$ cat src/rtl/rv32_pkg.sv
// Shared RV32I definitions for the multicycle core: FSM states, opcodes, halt causes,
// ALU encoding, and the combinational alu/immgen/bru helpers.
package rv32_pkg;

  typedef enum logic [2:0] {
    ST_FETCH  = 3'd0,
    ST_DECODE = 3'd1,
    ST_EXEC   = 3'd2,
    ST_MEM    = 3'd3,
    ST_WB     = 3'd4,
    ST_HALT   = 3'd5
  } state_t;

  localparam logic [6:0] OPC_LUI    = 7'b0110111;
  localparam logic [6:0] OPC_AUIPC  = 7'b0010111;
  localparam logic [6:0] OPC_JAL    = 7'b1101111;
  localparam logic [6:0] OPC_JALR   = 7'b1100111;
  localparam logic [6:0] OPC_BRANCH = 7'b1100011;
  localparam logic [6:0] OPC_LOAD   = 7'b0000011;
  localparam logic [6:0] OPC_STORE  = 7'b0100011;
  localparam logic [6:0] OPC_OP_IMM = 7'b0010011;
  localparam logic [6:0] OPC_OP     = 7'b0110011;
  localparam logic [6:0] OPC_SYSTEM = 7'b1110011;

  localparam logic [1:0] HC_NONE     = 2'd0;
  localparam logic [1:0] HC_ILLEGAL  = 2'd1;
  localparam logic [1:0] HC_MISALIGN = 2'd2;
  localparam logic [1:0] HC_ECALL    = 2'd3;

  typedef enum logic [3:0] {
    ALU_ADD, ALU_SUB, ALU_SLL, ALU_SLT, ALU_SLTU,
    ALU_XOR, ALU_SRL, ALU_SRA, ALU_OR, ALU_AND
  } alu_op_t;

  function automatic logic [31:0] alu(input alu_op_t op, input logic [31:0] a,
                                      input logic [31:0] b);
    logic [31:0] y;
    case (op)
      ALU_SUB:  y = a - b;
      ALU_SLL:  y = a << b[4:0];
      ALU_SLT:  y = {31'd0, $signed(a) < $signed(b)};
      ALU_SLTU: y = {31'd0, a < b};
      ALU_XOR:  y = a ^ b;
      ALU_SRL:  y = a >> b[4:0];
      ALU_SRA:  y = $unsigned($signed(a) >>> b[4:0]);
      ALU_OR:   y = a | b;
      ALU_AND:  y = a & b;
      default:  y = a + b;
    endcase
    return y;
  endfunction

  // Non-ALU classes (loads, stores, jumps, LUI/AUIPC) all use the adder.
  function automatic alu_op_t alu_decode(input logic [6:0] opc, input logic [2:0] f3,
                                         input logic f7b5);
    alu_op_t op;
    op = ALU_ADD;
    if (opc == OPC_OP || opc == OPC_OP_IMM) begin
      case (f3)
        3'b000:  op = (opc == OPC_OP && f7b5) ? ALU_SUB : ALU_ADD;
        3'b001:  op = ALU_SLL;
        3'b010:  op = ALU_SLT;
        3'b011:  op = ALU_SLTU;
        3'b100:  op = ALU_XOR;
        3'b101:  op = f7b5 ? ALU_SRA : ALU_SRL;
        3'b110:  op = ALU_OR;
        default: op = ALU_AND;
      endcase
    end
    return op;
  endfunction

  function automatic logic [31:0] immgen(input logic [31:0] ir);
    logic [31:0] imm;
    case (ir[6:0])
      OPC_STORE:          imm = {{20{ir[31]}}, ir[31:25], ir[11:7]};
      OPC_BRANCH:         imm = {{19{ir[31]}}, ir[31], ir[7], ir[30:25], ir[11:8], 1'b0};
      OPC_LUI, OPC_AUIPC: imm = {ir[31:12], 12'd0};
      OPC_JAL:            imm = {{11{ir[31]}}, ir[31], ir[19:12], ir[20], ir[30:21], 1'b0};
      default:            imm = {{20{ir[31]}}, ir[31:20]};
    endcase
    return imm;
  endfunction

  function automatic logic bru(input logic [2:0] f3, input logic [31:0] a,
                               input logic [31:0] b);
    logic t;
    case (f3)
      3'b000:  t = (a == b);
      3'b001:  t = (a != b);
      3'b100:  t = ($signed(a) < $signed(b));
      3'b101:  t = ($signed(a) >= $signed(b));
      3'b110:  t = (a < b);
      3'b111:  t = (a >= b);
      default: t = 1'b0;
    endcase
    return t;
  endfunction

endpackage

$ cat src/rtl/multiciclo_fsm.sv
// Sequencer for the multicycle core (FETCH/DECODE/EXEC/MEM/WB/HALT); 1 cycle per state.
// mem_req is held in FETCH/MEM until mem_ready, so any number of wait states is absorbed.
module multiciclo_fsm
  import rv32_pkg::*;
#(
  parameter bit HALT_ON_ECALL = 1'b1
) (
  input  logic   clk,
  input  logic   reset,
  input  logic   mem_ready,
  input  logic   legal,
  input  logic   is_branch,
  input  logic   is_ldst,
  input  logic   is_store,
  input  logic   is_system,
  input  logic   misaligned,
  output state_t state,
  output logic   mem_req,
  output logic   mem_hs,
  output logic   retire
);

  state_t state_nxt;
  logic   run;

  // run keeps the bus quiet until the first edge after reset release.
  always_ff @(posedge clk or negedge reset) begin
    if (!reset) begin
      state <= ST_FETCH;
      run   <= 1'b0;
    end else begin
      state <= state_nxt;
      run   <= 1'b1;
    end
  end

  always_comb begin
    state_nxt = state;
    case (state)
      ST_FETCH:  if (mem_hs) state_nxt = ST_DECODE;
      ST_DECODE: state_nxt = legal ? ST_EXEC : ST_HALT;
      ST_EXEC: begin
        if (is_branch)      state_nxt = ST_FETCH;
        else if (is_ldst)   state_nxt = misaligned ? ST_HALT : ST_MEM;
        else if (is_system) state_nxt = HALT_ON_ECALL ? ST_HALT : ST_FETCH;
        else                state_nxt = ST_WB;
      end
      ST_MEM:    if (mem_hs) state_nxt = is_store ? ST_FETCH : ST_WB;
      ST_WB:     state_nxt = ST_FETCH;
      ST_HALT:   state_nxt = ST_HALT;
      default:   state_nxt = ST_FETCH;
    endcase
  end

  always_comb begin
    mem_req = run && (state == ST_FETCH || state == ST_MEM);
    mem_hs  = mem_req && mem_ready;
    retire  = (state == ST_WB)
            || (state == ST_EXEC && is_branch)
            || (state == ST_MEM && is_store && mem_hs);
  end

endmodule

$ cat src/rtl/multiciclo.sv
// Multicycle RV32I core on one shared valid/ready memory port; branch 3, ALU/JAL/store 4,
// load 5 cycles at zero wait; each memory wait state stalls the FSM by one cycle.
module multiciclo
  import rv32_pkg::*;
#(
  parameter logic [31:0] RESET_VECTOR  = 32'h0000_0000,
  parameter bit          HALT_ON_ECALL = 1'b1
) (
  input  logic        clk,
  input  logic        reset,
  output logic        mem_req,
  output logic        mem_we,
  output logic [31:0] mem_addr,
  output logic [31:0] mem_wdata,
  output logic [3:0]  mem_wstrb,
  input  logic [31:0] mem_rdata,
  input  logic        mem_ready,
  output logic        retire,
  output logic [31:0] instret,
  output logic        halted,
  output logic [1:0]  halt_cause,
  output logic [31:0] pc_out,
  output logic [31:0] inst_out,
  output logic [2:0]  state_out
);

  state_t      state;
  logic        mem_hs;
  logic [31:0] pc, ir, a_q, b_q, imm_q, ea_q, res_q;
  logic [31:0] rf [32];

  logic [6:0]  opc;
  logic [2:0]  f3;
  logic [4:0]  rd, rs1, rs2;
  logic        is_lui, is_auipc, is_jal, is_jalr, is_branch, is_load, is_store;
  logic        is_op_imm, is_op, is_system, is_ldst, legal;
  logic [31:0] op_a, op_b, alu_y, br_tgt, pc_inc, lane, load_val, st_data;
  logic [3:0]  st_strb;
  logic        taken, misaligned;

  assign opc = ir[6:0];
  assign f3  = ir[14:12];
  assign rd  = ir[11:7];
  assign rs1 = ir[19:15];
  assign rs2 = ir[24:20];

  assign is_lui    = (opc == OPC_LUI);
  assign is_auipc  = (opc == OPC_AUIPC);
  assign is_jal    = (opc == OPC_JAL);
  assign is_jalr   = (opc == OPC_JALR);
  assign is_branch = (opc == OPC_BRANCH);
  assign is_load   = (opc == OPC_LOAD);
  assign is_store  = (opc == OPC_STORE);
  assign is_op_imm = (opc == OPC_OP_IMM);
  assign is_op     = (opc == OPC_OP);
  assign is_system = (opc == OPC_SYSTEM);
  assign is_ldst   = is_load | is_store;
  assign legal     = is_lui | is_auipc | is_jal | is_jalr | is_branch | is_ldst
                   | is_op_imm | is_op | is_system;

  assign op_a   = is_auipc ? pc : (is_lui ? 32'd0 : a_q);
  assign op_b   = is_op ? b_q : imm_q;
  assign alu_y  = alu(alu_decode(opc, f3, ir[30]), op_a, op_b);
  assign br_tgt = pc + imm_q;
  assign pc_inc = pc + 32'd4;
  assign taken  = bru(f3, a_q, b_q);
  assign misaligned = (f3[1:0] == 2'b01 && alu_y[0]) || (f3[1] && alu_y[1:0] != 2'b00);

  always_comb begin
    lane = mem_rdata >> {ea_q[1:0], 3'b000};
    case (f3)
      3'b000:  load_val = {{24{lane[7]}}, lane[7:0]};
      3'b001:  load_val = {{16{lane[15]}}, lane[15:0]};
      3'b100:  load_val = {24'd0, lane[7:0]};
      3'b101:  load_val = {16'd0, lane[15:0]};
      default: load_val = mem_rdata;
    endcase
  end

  always_comb begin
    case (f3[1:0])
      2'b00: begin
        st_strb = 4'b0001 << ea_q[1:0];
        st_data = {4{b_q[7:0]}};
      end
      2'b01: begin
        st_strb = 4'b0011 << ea_q[1:0];
        st_data = {2{b_q[15:0]}};
      end
      default: begin
        st_strb = 4'b1111;
        st_data = b_q;
      end
    endcase
  end

  // MEM is only ever entered by loads/stores, so EA drives the bus there.
  assign mem_we    = (state == ST_MEM) && is_store;
  assign mem_addr  = (state == ST_MEM) ? {ea_q[31:2], 2'b00} : {pc[31:2], 2'b00};
  assign mem_wdata = mem_we ? st_data : 32'd0;
  assign mem_wstrb = mem_we ? st_strb : 4'd0;

  assign halted    = (state == ST_HALT);
  assign pc_out    = pc;
  assign inst_out  = ir;
  assign state_out = state;

  multiciclo_fsm #(
    .HALT_ON_ECALL(HALT_ON_ECALL)
  ) u_fsm (
    .clk        (clk),
    .reset      (reset),
    .mem_ready  (mem_ready),
    .legal      (legal),
    .is_branch  (is_branch),
    .is_ldst    (is_ldst),
    .is_store   (is_store),
    .is_system  (is_system),
    .misaligned (misaligned),
    .state      (state),
    .mem_req    (mem_req),
    .mem_hs     (mem_hs),
    .retire     (retire)
  );

  always_ff @(posedge clk or negedge reset) begin
    if (!reset) begin
      pc         <= RESET_VECTOR;
      ir         <= '0;
      a_q        <= '0;
      b_q        <= '0;
      imm_q      <= '0;
      ea_q       <= '0;
      res_q      <= '0;
      instret    <= '0;
      halt_cause <= HC_NONE;
    end else begin
      if (retire) instret <= instret + 32'd1;
      case (state)
        ST_FETCH: if (mem_hs) ir <= mem_rdata;
        ST_DECODE: begin
          a_q   <= rf[rs1];
          b_q   <= rf[rs2];
          imm_q <= immgen(ir);
          if (!legal) halt_cause <= HC_ILLEGAL;
        end
        ST_EXEC: begin
          ea_q  <= alu_y;
          res_q <= alu_y;
          if (is_branch) pc <= taken ? br_tgt : pc_inc;
          if (is_jal) begin
            pc    <= br_tgt;
            res_q <= pc_inc;
          end
          if (is_jalr) begin
            pc    <= {alu_y[31:1], 1'b0};
            res_q <= pc_inc;
          end
          if (is_ldst && misaligned) halt_cause <= HC_MISALIGN;
          if (is_system) begin
            if (HALT_ON_ECALL) halt_cause <= HC_ECALL;
            else               pc <= pc_inc;
          end
        end
        ST_MEM: begin
          if (mem_hs) begin
            if (is_store) pc <= pc_inc;
            else          res_q <= load_val;
          end
        end
        ST_WB: if (!(is_jal || is_jalr)) pc <= pc_inc;
        default: ;
      endcase
    end
  end

  always_ff @(posedge clk or negedge reset) begin
    if (!reset) begin
      for (int i = 0; i < 32; i++) rf[i] <= '0;
    end else if (state == ST_WB && rd != 5'd0) begin
      rf[rd] <= res_q;
    end
  end

endmodule

$ cat config.mk
export PLATFORM = sky130hd
export DESIGN_NAME = multiciclo
export DESIGN_NICKNAME = d
export VERILOG_FILES = /design/src/rtl/rv32_pkg.sv /design/src/rtl/multiciclo_fsm.sv /design/src/rtl/multiciclo.sv
export SDC_FILE = /design/constraint.sdc
export NUM_CORES = 2
export LEC_CHECK = 0
export ABC_AREA = 1
export CAP_MARGIN = 20
export CORE_MARGIN = 1
export CORE_UTILIZATION = 34
export DETAILED_ROUTE_END_ITERATION = 10
export PLACE_DENSITY = 0.55
export SETUP_SLACK_MARGIN = 0.15
export SLEW_MARGIN = 20
export SYNTH_ARGS = -nofsm -noshare
export SYNTH_HDL_FRONTEND = slang
export SYNTH_SLANG_ARGS = --single-unit
$ cat constraint.sdc
create_clock -name clk -period 3.8 [get_ports clk]
set_clock_uncertainty 0.05 [all_clocks]
set_input_delay 0.95 -clock clk [delete_from_list [all_inputs] [get_ports clk]]
set_output_delay 0.95 -clock clk [all_outputs]
set_load 0.03 [all_outputs]
== After elaboration in Yosys (flattened, before gate mapping) ==
Cells that the tools add are included.
Storage, ports and cells
  memory bits (read-only): 0
  bits in writable memories: 0
  flip-flop bits (word level): 1286
  latch bits: 0
  bits of input ports: 35
  memories: 0
  logic and storage cells: 203
  output and inout bits: 173
Cells by class
  reduce and logical (&&, ||, !) cells: 31
  shifts and indexed selects: 6
  order comparisons: 10
  $add $sub $neg: 5
  bitwise gates (word level): 15
  divide/modulo/power cells: 0
  eq/ne operators: 42
  muxes and demuxes: 51
  multiply operators: 0
Operators with widths (number)
  $bwmux W1024: 1
  $mux W32: 21
  $bmux W32 S5: 2
  $pmux W32 S9: 1
  $demux W32 S5: 1
  $lt A32 B32 Y1: 4
  $pmux W32 S2: 2
  $pmux W32 S4: 1
  $pmux W31 S4: 1
  $pmux W32 S3: 1
  $add A32 B32 Y32: 2
  $ge A32 B32 Y1: 2
  $add A32 B1 Y32 const B: 1
  $add A32 B3 Y32 const B: 1
  $and A32 B32 Y32: 1
  $eq A32 B32 Y1: 1
  $ne A32 B32 Y1: 1
  $or A32 B32 Y32: 1
  $shl A32 B5 Y32: 1
  $shr A32 B5 Y16: 1
  $shr A32 B5 Y32: 1
  $sshr A32 B5 Y32: 1
  $sub A32 B32 Y32: 1
  $xor A32 B32 Y32: 1
  41 further kinds: 109

== Logic depth before layout (Yosys ltp) ==
  depth after elaboration: 14
  gate-level depth with buffers: 29
  mapped depth without buffers: 26

== Cells and area by module ==
A second synthesis with hierarchy kept.
Unflattened totals
  cells, all modules: 11287
  area total of the unflattened synthesis: 79662.7 µm²
By module, submodules not included
  multiciclo: seq. area each 32080.8 µm², area an instance 79367.4 µm², times used 1, cells each 11240
  multiciclo_fsm: seq. area each 100.1 µm², area an instance 295.3 µm², times used 1, cells each 47

== Worst setup path before layout ==
Ideal clock, no wire load.
  path type: register -> register
  from: register ir[3], in the netlist inst_out[3]
  to: register pc[23], in the netlist pc_out[23]
  path buffers: 4
  arrival time: 3.904 ns
  cell stages (with the launch flop): 27
  path slack: -0.266 ns
  required time: 3.637 ns
  clock period less this slack: 4.066 ns
  setup time: 0.113 ns
  cell sequence: dfrtp_1 -> inv_1 -> nand2_1 -> nor2_8 -> nand2_4 -> buf_2 -> nand2_1 -> o21ai_1 -> buf_2 -> buf_1 -> ha_1 -> clkbuf_1 -> a21oi_1 -> o21ai_0 -> a21oi_1 -> nand2_1 -> a31oi_1 -> nor2_1 -> nor2_1 -> o21bai_1 -> or2_2 -> nand3_1 -> nand3_1 -> nand2_1 -> nand3_1 -> nand2_1 -> inv_1
On the way
  word-level cells in the longest chain between the ends: 9
  elaborated cells between the ends (all ways): 42
  those cells by class: 2 x add/sub; 20 x eq/ne; 3 x shift; 10 x mux; 3 x bitwise; 4 x reduce/logical
RTL lines
  from (decl): line multiciclo.sv:29  | logic [31:0] pc, ir, a_q, b_q, imm_q, ea_q, res_q;
  from (signal assigned): line multiciclo.sv:140  | ST_FETCH: if (mem_hs) ir <= mem_rdata;
  branches (longest 9 deep; another with $add A32 B32 Y32)
  to (signal assigned): line multiciclo.sv:152  | pc <= br_tgt;
  to (signal assigned): line multiciclo.sv:156  | pc <= {alu_y[31:1], 1'b0};
  to (signal assigned): line multiciclo.sv:162  | else pc <= pc_inc;
  to (decl): line multiciclo.sv:29
Several ways; the timed one is not identified.
A chain may end at the register's enable or synchronous reset.

== Worst setup path in the final report ==
  from: register ir[2], in the netlist inst_out[2]
  to: output port mem_wdata[22]
On the way
  word-level cells in the longest chain between the ends: 3
RTL lines
  $eq A7 B6 Y1: line multiciclo.sv:53  | assign is_store = (opc == OPC_STORE);
  $logic_and A1 B1 Y1: line multiciclo.sv:98  | assign mem_we = (state == ST_MEM) && is_store;
  $mux W32: line multiciclo.sv:100  | assign mem_wdata = mem_we ? st_data : 32'd0;
  to (decl): line multiciclo.sv:14  | output logic [31:0] mem_wdata,
Every way passes these cells.

==> results.tsv <==
stage	metric	value	unit
worst_hold_path	Hold Crit Class	flop to flop	
sta	RSZ-0062 raised after global routing	yes	
drt	final wirelength	437000	um
power	P_leak	46.1	nW
die	Starting Density	0.343	
sta	Slew headroom	0.240	
sta	Final period util	1.08	
clocking	Skew-Pair Late Insertion Delay	0.86	ns
clocking	clock root cell	clkbuf_16	
critical_path	Crit path max-delay family	buffers and inverters	
final_layout	most common cell after layout, fill and taps aside	o21ai_0	
drt	metal3 WL	52000	um
critical_path	WS Path Type	flop to output pin	
placement	Post-Place Setup Slack	-0.774	ns
synth	post-synthesis async set-or-reset flop share	1.00	
synth	Seq cells post-synth	1286	
placement	placed cell areas	91800	um^2
final_layout	share of layout cells above drive strength 1	0.198	
global_routing	GRT Overall Usage	0.360	
clocking	H-tree depth	4	
outcome	failing checks	negative setup slack	
die	Die X-Extent	485	um
power	power density over the cells	1100	nW/um^2
sta	Worst-Margin Slew	1.14	ns
global_routing	largest net degree at the start of global routing	132	
drt	top layer in use	met5	
global_routing	grt total ovfl	0	
synth	Post-Syn Instances	11200	
synth	yosys warns	0	
final_layout	area delta synth->final	30.4	%
critical_path	critical path data arrival time	3.09	ns
clocking	cts bufs inserted	155	
placement	GP Congestion	1.04	
critical_path	critical path launch point type	flop	
sta	Setup TNS	-14.97	ns
critical_path	Setup crit end kind	output pin	
die	FP Rows	176	
global_routing	initial antenna violation count	27	
drt	drt drc	0	
synth	Cell variety after synth	66	
clocking	clock slew at reported path FFs	0.06	ns
clocking	Clock Tree Buf Depth	3	
critical_path	crit path cell chain	inv_2 > buf_6 > nand4_1 > nor3_4 > nand2_2 > nor2_4 > buf_12 > clkinvlp_4 > buf_6 > a211oi_4 > buf_4 > buf_12	
drt	Pre-Repair DR Iteration Count	9	
clocking	CTS Sinks	1286	
final_layout	Multi-input gate area	45800	um^2
global_routing	vias in the first global route	84800	
sta	final setup vio count	115	
drt	met1 wire length	178000	um
power	peak supply drop	0.582	mV
synth	number of enable flip-flop cells after synthesis	0	
placement	Placed Cells	14600	
die	Die Span Y	485	um
sta	final hold viol count	0	
final_layout	final core utilization	0.448	
drt	metal2 WL	178000	um
die	# IOs	208	
sta	Period minus WS final	4.09	ns
synth	register area share after synthesis	0.406	
sta	Slew Limit Fails	0	
synth	commonest register cell after synthesis	dfrtp_1	
final_layout	nets@finish	12100	
placement	buffers added on ports	205	
critical_path	crit-path max FO	5	
synth	top-area cell type share of the netlist area	0.406	
synth	Synth area leaders	dfrtp_1 41%, o21ai_0 17%, nand2_1 9.9%, nor2_1 7.7%, o22ai_1 4.5%	
final_layout	most flop-heavy register	rf	
synth	Synth area leader	dfrtp_1	
drt	wire per inst	29.1	um
outcome	status	complete, but fails checks	
synth	Post-Syn Area	79200	um^2
final_layout	most frequent cells in the layout	2,488 x o21ai_0, 1,917 x nand2_1, 1,566 x nor2_1	
die	core footprint	231000	um^2
critical_path	CP max-delay cell	dfrtp_2	
final_layout	Fill cells	23000	
drt	drt initial violations	12800	
synth	Avg Cell Area, Syn	7.08	um^2
sta	Max Fclk	0.245	GHz
drt	Vias per Instance	6.07	
placement	HPWL after detailed placement	292000	um
clocking	TritonCTS clock tree	yes	
critical_path	Slowest Stage Delay on Critical Path	0.42	ns
final_layout	max FFs per register	1024	
global_routing	first-pass GRT wire length	620000	um
critical_path	worst path bufs/invs	7	
die	DIE AREA	235000	um^2
final_layout	Storage cell area	32200	um^2
flow_run	Max Cap Violations	0	
final_layout	Finished Layout Cells	15000	
critical_path	Worst Path Required	2.80	ns
final_layout	final instance area	103000	um^2
drt	Final ANT Viol Nets	0	
sta	final worst slack	-0.285	ns
drt	Vias	91100	
-- worst reg2reg max path, delay by kind of cell (launching register included) --
kind                     cells  cell delay [ns]
adder cells (fa/ha/maj)      1             0.41
XOR/XNOR                     1             0.16
AND/OR/NAND/NOR             10             0.82
flip-flops                   1             0.43
AO/OA/AOI/OAI                7             0.81
buffers and inverters        9             1.21
-- kinds of logic (layout without fill, tap and decap cells) --
logic type / after synthesis / after routing / share of synthesized area
simple gates: 4347 / 4347 / 0.220
buf+inv: 1425 / 2209 / 0.0687
other cells: 2 / 18 / 0.0000948
xor+xnor: 98 / 98 / 0.0108
fa+ha+maj: 165 / 165 / 0.0263
flops: 1286 / 1286 / 0.406
mux: 9 / 9 / 0.00126
compound gates: 3862 / 3862 / 0.266
-- where the power goes --
group / internal, W / leakage (nW) / total (W) / switching [W]
registers: 0.0180 / 17.2 / 0.0236 / 0.00555
clock network: 0.00838 / 2.43 / 0.0149 / 0.00653
logic: 0.0275 / 26.5 / 0.0751 / 0.0476
-- Yosys cell counts (all sizes together), types with 22 or more instances --
master / count
nand4: 49
dfrtp: 1286
xnor2: 25
o21ai: 2664
o211ai: 64
a21oi: 292
nor3: 53
nand3: 418
nand2: 2110
nor2: 1642
or2: 28
inv: 450
o32ai: 24
o22ai: 573
ha: 162
o21bai: 24
a221oi: 22
o221ai: 89
clkbuf: 887
buf: 78
xor2: 73
-- path summary, 6_finish.rpt --
check	start	to	slack, ns	cells after the start
max reg2reg	inst_out[3]$_DFFE_PN0P_	res_q[18]$_DFFE_PN0P_	-0.25	28
max in group asynchronous	reset	rf[806]$_DFFE_PN0P_	1.86	4
min reg2reg	rf[1020]$_DFFE_PN0P_	rf[1020]$_DFFE_PN0P_	0.35	0
min	rf[1020]$_DFFE_PN0P_	rf[1020]$_DFFE_PN0P_	0.35	0
min in group asynchronous	reset	rf[707]$_DFFE_PN0P_	0.55	2
max	inst_out[2]$_DFFE_PN0P_	mem_wdata[22]	-0.29	12
-- timing repair --
item,4_1_cts,5_1_grt
pin swaps,179,198
hold buffers,1,0
hold endpoints to repair,18,0
setup buffers,98,49
gates cloned,20,0
resized for setup,877,368
setup endpoints to repair,166,156
-- stage by stage --
stage                     hold slack, ns  total power (W)
after floorplan                    0.399           0.0556
after detailed placement           0.341           0.0870
after CTS                          0.353            0.108
after global routing               0.360            0.119
after global placement             0.337           0.0866
final                              0.350            0.114
-- metal layers --
metal / vias to the layer above / GRT usage
met2: 6056 / 0.509
met4: 16 / 0.206
met3: 1178 / 0.0966
li1: 39500 / -
met1: 44400 / 0.492
met5: - / 0
-- final cells by class --
type / instances / area share
multi-input combinational: 8484 / 0.443
sequential: 1286 / 0.312
timing repair buffer: 1477 / 0.142
clock buffer: 231 / 0.0436
tap: 3026 / 0.0366
inverter: 460 / 0.0178
clock inverter: 41 / 0.00459
antenna: 15 / 0.000363
(Power assumes the default switching activity.)
